==> src/rtl/cdc_fifo_pkg.sv <==
// rtl/cdc_fifo_pkg.sv - shared constants and Gray-code helpers for the dual-clock FIFO
package cdc_fifo_pkg;

    localparam int DEFAULT_ADDR_WIDTH  = 4;
    localparam int DEFAULT_SYNC_STAGES = 2;

    // Helpers work on a fixed wide vector; callers zero-extend and keep the low bits.
    localparam int GRAY_WIDTH = 32;

    function automatic logic [GRAY_WIDTH-1:0] bin2gray(input logic [GRAY_WIDTH-1:0] bin);
        return bin ^ (bin >> 1);
    endfunction

    function automatic logic [GRAY_WIDTH-1:0] gray2bin(input logic [GRAY_WIDTH-1:0] gray);
        logic [GRAY_WIDTH-1:0] bin;
        bin[GRAY_WIDTH-1] = gray[GRAY_WIDTH-1];
        for (int i = GRAY_WIDTH - 2; i >= 0; i--) begin
            bin[i] = bin[i+1] ^ gray[i];
        end
        return bin;
    endfunction

endpackage

==> src/rtl/cdc_sync_bus.sv <==
// rtl/cdc_sync_bus.sv - multi-flop synchroniser chain for a Gray-coded bus
module cdc_sync_bus #(
    parameter int WIDTH       = 1,
    parameter int SYNC_STAGES = 2
) (
    input  logic             i_clk,
    input  logic             i_rst,
    input  logic [WIDTH-1:0] i_data,
    output logic [WIDTH-1:0] o_data
);

    logic [WIDTH-1:0] r_chain [SYNC_STAGES];

    always_ff @(posedge i_clk or posedge i_rst) begin
        if (i_rst) begin
            for (int i = 0; i < SYNC_STAGES; i++) begin
                r_chain[i] <= '0;
            end
        end else begin
            r_chain[0] <= i_data;
            for (int i = 1; i < SYNC_STAGES; i++) begin
                r_chain[i] <= r_chain[i-1];
            end
        end
    end

    assign o_data = r_chain[SYNC_STAGES-1];

endmodule

==> src/rtl/cdc_fifo_write_ctrl.sv <==
// rtl/cdc_fifo_write_ctrl.sv - write-domain pointer, level and flag logic for the dual-clock FIFO
module cdc_fifo_write_ctrl
    import cdc_fifo_pkg::*;
#(
    parameter int ADDR_WIDTH         = DEFAULT_ADDR_WIDTH,
    parameter int SYNC_STAGES        = DEFAULT_SYNC_STAGES,
    parameter int ALMOST_FULL_THRESH = 2**ADDR_WIDTH - 2
) (
    input  logic                  write_clk,
    input  logic                  write_rst,
    input  logic                  write_enable,
    input  logic [ADDR_WIDTH:0]   read_ptr_gray_async,
    input  logic                  clear_overflow,
    output logic                  full,
    output logic                  almost_full,
    output logic [ADDR_WIDTH:0]   write_level,
    output logic                  overflow,
    output logic [ADDR_WIDTH-1:0] write_addr_out,
    output logic                  write_enable_out,
    output logic [ADDR_WIDTH:0]   write_addr_gray
);

    localparam int PTR_W = ADDR_WIDTH + 1;
    localparam int DEPTH = 2**ADDR_WIDTH;
    localparam logic [PTR_W-1:0] DEPTH_P  = PTR_W'(DEPTH);
    localparam logic [PTR_W-1:0] THRESH_P = PTR_W'(ALMOST_FULL_THRESH);

    if (ADDR_WIDTH < 1 || PTR_W >= GRAY_WIDTH) begin : g_bad_addr_width
        $error("cdc_fifo_write_ctrl: ADDR_WIDTH out of range");
    end
    if (SYNC_STAGES < 2) begin : g_bad_sync_stages
        $error("cdc_fifo_write_ctrl: SYNC_STAGES must be at least 2");
    end
    if (ALMOST_FULL_THRESH < 1 || ALMOST_FULL_THRESH > DEPTH) begin : g_bad_thresh
        $error("cdc_fifo_write_ctrl: ALMOST_FULL_THRESH must lie in 1..DEPTH");
    end

    logic [PTR_W-1:0]      r_wptr;
    logic [ADDR_WIDTH-1:0] r_addr;
    logic                  r_wen_out;
    logic [PTR_W-1:0]      r_gray;
    logic [PTR_W-1:0]      r_level;
    logic                  r_full;
    logic                  r_almost_full;
    logic                  r_overflow;

    logic                  w_accept;
    logic [PTR_W-1:0]      w_wptr_next;
    logic [PTR_W-1:0]      w_rptr_gray_s;
    logic [PTR_W-1:0]      w_rptr_bin;
    logic [PTR_W-1:0]      w_level_next;
    logic [GRAY_WIDTH-1:0] w_gray_next_wide;
    logic [GRAY_WIDTH-1:0] w_rptr_bin_wide;
    logic                  w_unused_hi;

    cdc_sync_bus #(
        .WIDTH       (PTR_W),
        .SYNC_STAGES (SYNC_STAGES)
    ) u_rptr_sync (
        .i_clk  (write_clk),
        .i_rst  (write_rst),
        .i_data (read_ptr_gray_async),
        .o_data (w_rptr_gray_s)
    );

    assign w_accept         = write_enable & ~r_full;
    assign w_wptr_next      = r_wptr + PTR_W'(w_accept);
    assign w_gray_next_wide = bin2gray(GRAY_WIDTH'(w_wptr_next));
    assign w_rptr_bin_wide  = gray2bin(GRAY_WIDTH'(w_rptr_gray_s));
    assign w_rptr_bin       = w_rptr_bin_wide[PTR_W-1:0];
    // Stale read pointer makes this an over-estimate, which is the safe direction.
    assign w_level_next     = w_wptr_next - w_rptr_bin;
    assign w_unused_hi      = ^{w_gray_next_wide[GRAY_WIDTH-1:PTR_W], w_rptr_bin_wide[GRAY_WIDTH-1:PTR_W]};

    always_ff @(posedge write_clk or posedge write_rst) begin
        if (write_rst) begin
            r_wptr        <= '0;
            r_addr        <= '0;
            r_wen_out     <= 1'b0;
            r_gray        <= '0;
            r_level       <= '0;
            r_full        <= 1'b0;
            r_almost_full <= 1'b0;
            r_overflow    <= 1'b0;
        end else begin
            r_wptr        <= w_wptr_next;
            r_wen_out     <= w_accept;
            if (w_accept) begin
                r_addr    <= r_wptr[ADDR_WIDTH-1:0];
            end
            r_gray        <= w_gray_next_wide[PTR_W-1:0];
            r_level       <= w_level_next;
            r_full        <= (w_level_next == DEPTH_P);
            r_almost_full <= (w_level_next >= THRESH_P);
            if (write_enable && r_full) begin
                r_overflow <= 1'b1;
            end else if (clear_overflow) begin
                r_overflow <= 1'b0;
            end
        end
    end

    assign full             = r_full;
    assign almost_full      = r_almost_full;
    assign write_level      = r_level;
    assign overflow         = r_overflow;
    assign write_addr_out   = r_addr;
    assign write_enable_out = r_wen_out;
    assign write_addr_gray  = r_gray;

endmodule

==> config.mk <==
export PLATFORM = sky130hd
export DESIGN_NAME = cdc_fifo_write_ctrl
export DESIGN_NICKNAME = d
export VERILOG_FILES = /design/src/rtl/cdc_fifo_pkg.sv /design/src/rtl/cdc_sync_bus.sv /design/src/rtl/cdc_fifo_write_ctrl.sv
export SDC_FILE = /design/constraint.sdc
export NUM_CORES = 1
export LEC_CHECK = 0
export CAP_MARGIN = 10
export CORE_ASPECT_RATIO = 0.9
export CORE_MARGIN = 10
export CORE_UTILIZATION = 51
export CTS_BUF_LIST = sky130_fd_sc_hd__clkbuf_8
export CTS_CLUSTER_SIZE = 12
export DETAILED_ROUTE_END_ITERATION = 6
export GPL_TIMING_DRIVEN = 0
export PLACE_DENSITY = 0.88
export SYNTH_ARGS = -nofsm -noshare
export SYNTH_HDL_FRONTEND = slang
export SYNTH_SLANG_ARGS = --single-unit
export TNS_END_PERCENT = 1
==> constraint.sdc <==
create_clock -name write_clk -period 3 [get_ports write_clk]
set_input_delay 0.3 -clock write_clk [delete_from_list [all_inputs] [get_ports write_clk]]
set_output_delay 0.3 -clock write_clk [all_outputs]
set_load 0.03 [all_outputs]
# ---- After elaboration in Yosys (flattened, before gate mapping)
# Index checks and enable logic that the tools add are counted.
dict set report totals {
  ff_bits 33
  input_bits 9
  output_inout_bits 18
  word_cells 25
}
dict set report classes {
  n_addsub 2
  magnitude_cmp 1
  eq_ne 1
  muxes 2
  n_bitwise 7
  reduce_logical 2
}
# op count
set ops {}
lappend ops {{adder 5 x 1 -> 5 bit} 1}
lappend ops {{equality test 5 bit, second input constant} 1}
lappend ops {{greater-or-equal comparator 5 x 4 -> 1 bit, second input constant} 1}
lappend ops {{subtractor 5 bit} 1}
lappend ops {{bitwise XOR 5 x 4 -> 5 bit} 1}
lappend ops {{bitwise XOR 1 bit} 4}
lappend ops {{two-way mux 1 bit} 2}
lappend ops {{nonzero test 2 bit} 1}
lappend ops {{bitwise AND 1 bit} 1}
lappend ops {{logical AND 1 bit} 1}
lappend ops {{NOT 1 bit} 1}

# ---- Logic depth before layout (Yosys ltp)
# Gate-level depths: netlist of run 1.
dict set report logic_depth {
  depth_word 6
  ltp_mapped 10
  depth_no_buf 10
}

# ---- By module
# A second synthesis of run 1 with hierarchy kept.
dict set report unflattened {
  hier_cells 95
  area_unflattened_um2 1315.0
}
# module n_inst cells_each area_per_inst_um2 seq_area_each_um2
set by_module_without_submodules {}
lappend by_module_without_submodules {cdc_fifo_write_ctrl 1 79 1023.5 550.5}
lappend by_module_without_submodules {cdc_sync_bus 1 16 291.5 250.2}

# ---- Least setup slack after synthesis of run 1
# Ideal clock, no wire load.
dict set report synth_path {
  path_type {reg-to-reg}
  startpoint {register r_full, in the netlist full}
  endpoint {register r_full, in the netlist full}
  setup_time_ns 0.094
  t_arrival_ns 2.633
  required_ns 2.906
  path_slack_ns 0.273
  stages_incl_launch_ff 11
  n_path_buf 0
  synth_period_minus_slack_ns 2.727
  path_cell_list {dfrtp_1 nand2b_1 inv_1 ha_1 ha_1 xor2_1 ha_1 nor2b_1 o21ai_0 nand3_1 a221oi_2}
}
dict set report synth_between {
  elab_chain_cells 5
}
# item line
set synth_rtl {}
lappend synth_rtl {{start: declaration} cdc_fifo_write_ctrl.sv:43} ;# logic r_full;
lappend synth_rtl {{start signal: assignment} cdc_fifo_write_ctrl.sv:93} ;# r_full <= (w_level_next == DEPTH_P);
lappend synth_rtl {{NOT 1 bit} cdc_fifo_write_ctrl.sv:66} ;# assign w_accept = write_enable & ~r_full;
lappend synth_rtl {{bitwise AND 1 bit} cdc_fifo_write_ctrl.sv:66}
lappend synth_rtl {{net w_accept} cdc_fifo_write_ctrl.sv:47} ;# logic w_accept;
lappend synth_rtl {{adder 5 x 1 -> 5 bit} cdc_fifo_write_ctrl.sv:67} ;# assign w_wptr_next = r_wptr + PTR_W'(w_accept);
lappend synth_rtl {{net w_wptr_next[2]} cdc_fifo_write_ctrl.sv:48} ;# logic [PTR_W-1:0] w_wptr_next;
lappend synth_rtl {{subtractor 5 bit} cdc_fifo_write_ctrl.sv:72} ;# assign w_level_next = w_wptr_next - w_rptr_bin;
lappend synth_rtl {{equality test 5 bit} cdc_fifo_write_ctrl.sv:93}
# The timed path passes the listed nets, and every way through them passes these cells.
# A chain may end at the register's enable or synchronous reset.

# ---- Worst setup path after layout of run 1
dict set report layout_path {
  startpoint {input port write_enable}
  endpoint {register r_almost_full, in the netlist almost_full}
}
dict set report layout_between {
  elab_chain_cells 4
}
# item line
set layout_rtl {}
lappend layout_rtl {{start: declaration} cdc_fifo_write_ctrl.sv:11} ;# input logic write_enable,
lappend layout_rtl {{bitwise AND 1 bit} cdc_fifo_write_ctrl.sv:66}
lappend layout_rtl {{net w_accept} cdc_fifo_write_ctrl.sv:47}
lappend layout_rtl {{adder 5 x 1 -> 5 bit} cdc_fifo_write_ctrl.sv:67}
lappend layout_rtl {{net w_wptr_next[1]} cdc_fifo_write_ctrl.sv:48}
lappend layout_rtl {{subtractor 5 bit} cdc_fifo_write_ctrl.sv:72}
lappend layout_rtl {{greater-or-equal comparator 5 x 4 -> 1 bit} cdc_fifo_write_ctrl.sv:94} ;# r_almost_full <= (w_level_next >= THRESH_P);
lappend layout_rtl {{end signal: assignment} cdc_fifo_write_ctrl.sv:94}
lappend layout_rtl {{end: declaration} cdc_fifo_write_ctrl.sv:44} ;# logic r_almost_full;
# The timed path passes the listed nets, and every way through them passes these cells.

==> flow_summary.ini, run 1 <==
[status]
outcome = complete, no violations

[floorplan]
dieArea_mm2 = 0.004889
die_x_um = 72.60
start_util = 0.5237
fp-row-count = 17
die_h_um = 67.34
core_area_mm2 = 0.002425
top_level_ports = 27

[logic_synthesis]
yosys_warnings = 0
synth_nets = 105
ys_ff_latch = 32
synthesis.area_mm2 = 0.001270
ys_dominant_reg_cell = dfrtp_1
avgSynthCellArea_um2 = 14.27
async_flop_share = 1.000
synth_edf_count = 0
syn_inst = 89
seq_area_frac_synth = 0.6305
ys_types = 25

[final_layout]
multiInputGateArea_um2 = 431.7
fillCellCount = 188
drive_above_1_share = 0.1371
design_area_mm2 = 0.001698
diodes = 0
final_cell_mix = dfrtp_1 (32), clkdlybuf4s50_1 (26), inv_1 (10), xnor2_1 (8)
regArea_um2 = 800.8
area_delta_synth_final_pct = 33.69
final_common_cell = dfrtp_1
final_nets = 139
stdcell_count = 152

[critical_path]
worstSetupPathType = primary input to flop
cp-start-kind = primary input
r2r_cells = 10
r2r_setup_slack_ns = 0.25
timing.rr.end = almost_full
crit_required_ns = 3.16
critical_path_peak_fanout = 5
r2r_start = full
arrival_ns = 2.97
critPathCaptureType = flop

[routing]
drtIter0Drc = 2
vias = 735
via_per_inst = 4.836
drtPass1Iterations = 2
drt_wl_total_um = 2163
routed.top_layer = met4
met1_length_um = 830
detail-route-antenna-nets = 0
wl_per_cell_um = 14.23
remaining_drc_errors = 0
wl_met2_um = 1127
route.met3.wl_um = 189

[clock_tree]
h-tree-depth = 2
post_cts_buffers = 0
cts_tree = built
clockRootBuffer = clkbuf_8
cts.sinks = 32
insertion_delay_ns = 0.28
clk_pin_slew_ns = 0.07
cts_buffers = 5
cts_buffer_depth = 2

[global_route]
antenna_found_initial = 0
grt_max_degree = 33
track_usage = 0.09518
first_global_vias = 794
gr-total-overflow = 0
grt_pass1_wl_um = 3546

[place]
dpl.cell_count = 143
dpl.hpwl_um = 1616
portBuffers = 26
placed_cell_area_mm2 = 0.001565
gp_congestion = 0.7464

[sta]
hold_slack_ns = 0.3267
setup_tns_ns = 0
fin_skew_ns = 0.008097
tightest_slew_ns = 0.4735
fmax_ghz = 0.3562
post-route-min-period_ns = 2.808
hold_viol_final = 0
finalSetupViolations = 0
finalCritPeriodShare = 0.9359
drv_slew = 0
rsz0062_at_grt = false
relSlewSlack = 0.6840

[power_and_ir_drop]
p_total_mw = 2.163
leakage_nw = 0.7536
p_per_area_mw_per_mm2 = 1274
ir_drop_v = 0.0009450

[run]
cap_violations = 0

[min_path]
worst_hold_path_type = primary input to asynchronous set/reset pin
## metal layers
layer  GRT usage  vias to the layer above
li1            -                      351
met1     0.08769                      359
met2      0.1721                       23
met3     0.04100                        2
met4     0.05687                        0
met5           0                        -
## timing repair
item,4_1_cts,5_1_grt
gates resized for setup,1,1
pin swaps,0,0
endpoints found under the setup margin,1,2
hold buffers,0,0
endpoints found under the hold margin,0,0
## critical path: stages
cell and delay [ns]:
clkdlybuf4s50_1 0.42, nand2b_1 0.22, inv_1 0.10, ha_1 0.21, ha_1 0.38, inv_1 0.12
fa_1 0.47, nor2b_1 0.12, o21ai_1 0.11, and3_1 0.19, a311o_1 0.32
## metrics by stage
stage,util,worst slack (ns)
5_1_grt,0.7002,0.02466
3_3_place_gp,0.6455,-0.1401
2_1_floorplan,-,0.2729
3_5_place_dp,0.6455,-0.2781
6_report,0.7002,0.1924
4_1_cts,0.6889,0.1359
## how the worst max path moves through the flow
stage	cells past startpoint	slack, ns	start	end
6_report	11	0.19	write_enable	almost_full
5_1_grt	11	0.02	write_enable	almost_full
4_1_cts	11	0.14	write_enable	full
3_5_place_dp	11	-0.28	write_enable	full
3_3_place_gp	11	-0.14	write_enable	full
2_1_floorplan	10	0.27	full	full
## cell type report
cell class	count	share of cell area
sequential	32	0.4716
multi-input combinational	46	0.2542
timing repair buffer	27	0.1695
clock buffer	6	0.04864
inverter	10	0.02211
tap	28	0.02063
clock inverter	2	0.008843
buffer	1	0.004422
## logic make-up after synthesis
logic type	Yosys count	share of synthesized area
flip-flops	32	0.6305
XOR/XNOR	14	0.1143
AND/OR/NAND/NOR	13	0.06109
buffers and inverters	11	0.03547
AO/OA/AOI/OAI	8	0.04827
adder cells (fa/ha/maj)	7	0.07488
multiplexers	4	0.03547
## report_power, final
group	leakage, nW	switching (mW)	internal, mW
clock network	0.0434	0.154	0.185
registers	0.379	0.0765	0.597
logic	0.331	0.641	0.508
## synth_stat cells, types with 2 or more instances
cell	instances	share of area
dfrtp_1	32	0.63
inv_1	10	0.030
xnor2_1	8	0.055
ha_1	6	0.059
mux2_1	4	0.035
xor2_1	3	0.021
and2_1	2	0.0099
nand2_1	2	0.0059
nand3_1	2	0.0079
nor2b_1	2	0.0099
o21ai_0	2	0.0079
or3_1	2	0.0099
xor2_2	2	0.026
## flip-flops by register name, indices dropped and copies added (netlist names)
signal and count:
write_addr_out 4, write_addr_gray 5, u_rptr_sync.o_data 5, u_rptr_sync.r_chain 5, overflow 1, r_wptr 4
full 1, almost_full 1, write_enable_out 1, write_level 5
(Power assumes the default switching activity.)
==> run 2, diff against run 1 <==
--- a/config.mk
+++ b/config.mk
@@ -8,12 +8,12 @@
 export CAP_MARGIN = 10
 export CORE_ASPECT_RATIO = 0.9
 export CORE_MARGIN = 10
-export CORE_UTILIZATION = 51
+export CORE_UTILIZATION = 45
 export CTS_BUF_LIST = sky130_fd_sc_hd__clkbuf_8
 export CTS_CLUSTER_SIZE = 12
 export DETAILED_ROUTE_END_ITERATION = 6
 export GPL_TIMING_DRIVEN = 0
-export PLACE_DENSITY = 0.88
+export PLACE_DENSITY = 0.8
 export SYNTH_ARGS = -nofsm -noshare
 export SYNTH_HDL_FRONTEND = slang
 export SYNTH_SLANG_ARGS = --single-unit
==> flow_summary.ini, run 2 (synthesis results as in run 1) <==
[status]
outcome = complete, no violations

[routing]
drt_wl_total_um = 2019
wl_per_cell_um = 12.31
drtIter0Drc = 20
vias = 736
detail-route-antenna-nets = 0
drtPass1Iterations = 3
remaining_drc_errors = 0
via_per_inst = 4.488

[floorplan]
core_area_mm2 = 0.002725
die_h_um = 70.40
die_x_um = 76.00
fp-row-count = 18
dieArea_mm2 = 0.005350
start_util = 0.4660
top_level_ports = 27

[final_layout]
area_delta_synth_final_pct = 37.14
fillCellCount = 215
drive_above_1_share = 0.1371
multiInputGateArea_um2 = 431.7
final_nets = 139
finish.utilization = 0.6391
final_common_cell = dfrtp_1
final_cell_mix = dfrtp_1 (32), clkdlybuf4s50_1 (26), inv_1 (10), xnor2_1 (8), clkbuf_8 (7)
design_area_mm2 = 0.001742
regArea_um2 = 800.8
diodes = 0

[critical_path]
critical_path_peak_fanout = 5
critPathCaptureType = flop
cpPeakStageDelay_ns = 0.47
path_delay_family = adder cells
crit_chain = clkdlybuf4s50_1, nand2b_1, inv_1, ha_1, ha_1, inv_1, fa_1, nor2b_1, o21ai_1, and3_1, a311o_1
cp.buffers_inverters = 3
crit_path_top_delay_cell = fa_1
crit_required_ns = 3.16
worstSetupPathType = primary input to flop
cp-start-kind = primary input
arrival_ns = 2.96

[global_route]
grt_max_degree = 33
first_global_vias = 792
track_usage = 0.08818
gr-total-overflow = 0
grt_pass1_wl_um = 3622
antenna_found_initial = 0

[sta]
hold_viol_final = 0
drv_slew = 0
fmax_ghz = 0.3576
finalSetupViolations = 0
setup_tns_ns = 0
fin_skew_ns = 0.004165
rsz0062_at_grt = false
tightest_slew_ns = 0.5066
post-route-min-period_ns = 2.797
finalCritPeriodShare = 0.9322
relSlewSlack = 0.6619
hold_slack_ns = 0.3412

[power_and_ir_drop]
p_per_area_mw_per_mm2 = 1287
leakage_nw = 0.7747
ir_drop_v = 0.0004671

[clock_tree]
cts.sinks = 32
cts_buffers = 5
postCtsHoldBufs = 0
clockRootBuffer = clkbuf_8
h-tree-depth = 2
insertion_delay_ns = 0.28
post_cts_buffers = 0
ctsResizeCount = 0
clk_pin_slew_ns = 0.06
cts_buffer_depth = 2
cts_tree = built

[run]
cap_violations = 0

[place]
portBuffers = 26
dpl.hpwl_um = 1605
gp_congestion = 0.7258
placed_cell_area_mm2 = 0.001580

[min_path]
worst_hold_path_type = primary input to asynchronous set/reset pin
-- run 2: cell count changes in the layout (fill, tap and decap cells not counted), sizes merged --
cell      delta
clkinvlp     -2
bufinv       +1
clkbuf       +1
-- run 2: final timing paths --
kind,start,end,slack (ns),cells past startpoint
max,write_enable,almost_full,0.20,11
min,write_rst,u_rptr_sync.r_chain[8],0.34,2
max reg2reg,full,almost_full,0.27,10
min reg2reg,u_rptr_sync.r_chain[7],u_rptr_sync.o_data[2],0.35,0
max in group asynchronous,write_rst,write_level[2],2.19,3
min in group write_clk,u_rptr_sync.r_chain[7],u_rptr_sync.o_data[2],0.35,0
-- run 2: power breakdown --
part	total (mW)	leakage (nW)	switching [mW]	internal, mW
clock	0.441	0.0645	0.149	0.293
sequential	0.672	0.379	0.0741	0.598
combinational	1.13	0.331	0.624	0.505
total	2.24	0.775	0.847	1.40
-- run 2: per-layer routing --
| layer | up-vias | GRT usage | share of wire |
|---|---|---|---|
| met5 | - | 0 | 0 |
| met4 | 0 | 0.05672 | 0.028 |
| met3 | 6 | 0.05882 | 0.095 |
| met2 | 24 | 0.1368 | 0.47 |
| met1 | 351 | 0.08454 | 0.41 |
| li1 | 355 | - | - |
-- run 2: stage by stage --
stage	instances	setup slack (ns)	power, mW
after floorplan	89	0.2729	1.448
after global placement	155	-0.1373	1.783
after detailed placement	155	-0.2757	1.816
after CTS	163	0.009208	2.271
after global routing	164	0.07216	2.417
final	164	0.2033	2.242
-- run 2: layout make-up --
type | instances | area share
flip-flops and latches | 32 | 0.4598
inverters | 10 | 0.02155
multi-input cells | 46 | 0.2478
repair buffers | 27 | 0.1652
well taps | 40 | 0.02874
clock buffers | 7 | 0.05532
plain buffers | 1 | 0.004310
clock inverters | 1 | 0.01724
==> run 3, diff against run 2 <==
--- a/config.mk
+++ b/config.mk
@@ -10,10 +10,12 @@
 export CORE_MARGIN = 10
 export CORE_UTILIZATION = 45
 export CTS_BUF_LIST = sky130_fd_sc_hd__clkbuf_8
+export CTS_CLUSTER_DIAMETER = 40
 export CTS_CLUSTER_SIZE = 12
 export DETAILED_ROUTE_END_ITERATION = 6
+export DONT_BUFFER_PORTS = 1
 export GPL_TIMING_DRIVEN = 0
-export PLACE_DENSITY = 0.8
+export PLACE_DENSITY = 0.68
 export SYNTH_ARGS = -nofsm -noshare
 export SYNTH_HDL_FRONTEND = slang
 export SYNTH_SLANG_ARGS = --single-unit
==> flow_summary.ini, run 3 (synthesis results as in run 1) <==
[global_route]
gr-total-overflow = 0
grt_pass1_wl_um = 3263
antenna_found_initial = 0
track_usage = 0.07818
first_global_vias = 700
grt_max_degree = 33

[clock_tree]
h-tree-depth = 2
post_cts_buffers = 0
clockRootBuffer = clkbuf_8
cts.sinks = 32
clk_pin_slew_ns = 0.06
cts_buffers = 5
cts_tree = built
insertion_delay_ns = 0.27
postCtsHoldBufs = 0
cts_buffer_depth = 2

[sta]
rsz0062_at_grt = false
hold_slack_ns = -0.006130
setup_tns_ns = 0
relSlewSlack = 0.5800
drv_slew = 0
tightest_slew_ns = 0.6293
finalCritPeriodShare = 0.9320
fin_skew_ns = 0.003180
finalSetupViolations = 0
fmax_ghz = 0.3577
post-route-min-period_ns = 2.796
hold_viol_final = 16

[floorplan]
core_area_mm2 = 0.002725
start_util = 0.4660
fp-row-count = 18
dieArea_mm2 = 0.005350
die_x_um = 76.00
die_h_um = 70.40
top_level_ports = 27

[final_layout]
final_common_cell = dfrtp_1
finish.utilization = 0.5294
area_delta_synth_final_pct = 13.60
final_cell_mix = dfrtp_1 (31), inv_1 (10), xnor2_1 (8), clkbuf_8 (7), ha_1 (6)
diodes = 0
final_nets = 113
drive_above_1_share = 0.1856

[run]
cap_violations = 0

[routing]
via_per_inst = 4.591
drt_wl_total_um = 1846
vias = 629
drtIter0Drc = 23
wl_per_cell_um = 13.47
remaining_drc_errors = 0
detail-route-antenna-nets = 0
drtPass1Iterations = 2

[critical_path]
crit_required_ns = 3.15
worstSetupPathType = flop to flop
critical_path_peak_fanout = 5
arrival_ns = 2.95
critPathCaptureType = flop
cp-start-kind = flop

[min_path]
worst_hold_path_type = primary input to asynchronous set/reset pin

[place]
dpl.hpwl_um = 1439
gp_congestion = 0.7455
portBuffers = 0

[status]
violations = hold timing
outcome = finished, violations left
==> run 3: final timing paths <==
check,start,endpoint,slack [ns],cells past startpoint
worst max-delay path,full,almost_full,0.20,10
worst min-delay path,write_rst,write_addr_out[0],-0.006,1
worst max register to register,full,almost_full,0.20,10
worst min register to register,u_rptr_sync.r_chain[9],u_rptr_sync.o_data[4],0.35,0
max in group asynchronous,write_rst,write_level[0],2.49,2
min in group write_clk,read_ptr_gray_async[4],u_rptr_sync.r_chain[9],0.05,0
==> run 3: layout make-up <==
type                       count  area, µm²
fill                         238       1282
sequential                    32      802.0
multi-input combinational     46      434.2
clock buffer                   7      96.34
tap                           40      50.05
inverter                      10      37.54
timing repair buffer           1      15.01
buffer                         1      7.507
==> run 3: worst max-delay path, stage by stage, from the launching register on <==
cell and delay (ns):
dfrtp_2 0.47, nand2b_2 0.22, inv_1 0.08, ha_1 0.21, ha_1 0.38, inv_1 0.11, fa_1 0.47, nor2b_1 0.13
o21ai_1 0.10, and3_1 0.18, a311o_1 0.32
==> run 3: through the flow <==
stage                     instances  setup WS [ns]  area [µm²]
after global routing            137        0.02952        1443
after floorplan                  89         0.2729        1270
after CTS                       136        0.06480        1425
final                           137         0.2041        1443
after global placement          129       -0.02880        1320
after detailed placement        129        -0.1035        1320
==> run 3: timing repair <==
item                       in CTS  in global routing
pin swaps                       0                  0
gates resized for setup         2                  2
setup endpoints to repair       2                  2
==> run 3: per-layer routing <==
layer  GRT usage  vias to the layer above  wire length [µm]
met3     0.04731                        4               181
met4     0.05672                        0                42
met1     0.08049                      302               771
li1            -                      298                 -
met5           0                        -                 0
met2      0.1151                       25               850
Power of run 3 is not shown: default switching activity piles up to over one toggle a cycle in this logic, so the estimate is an artifact.
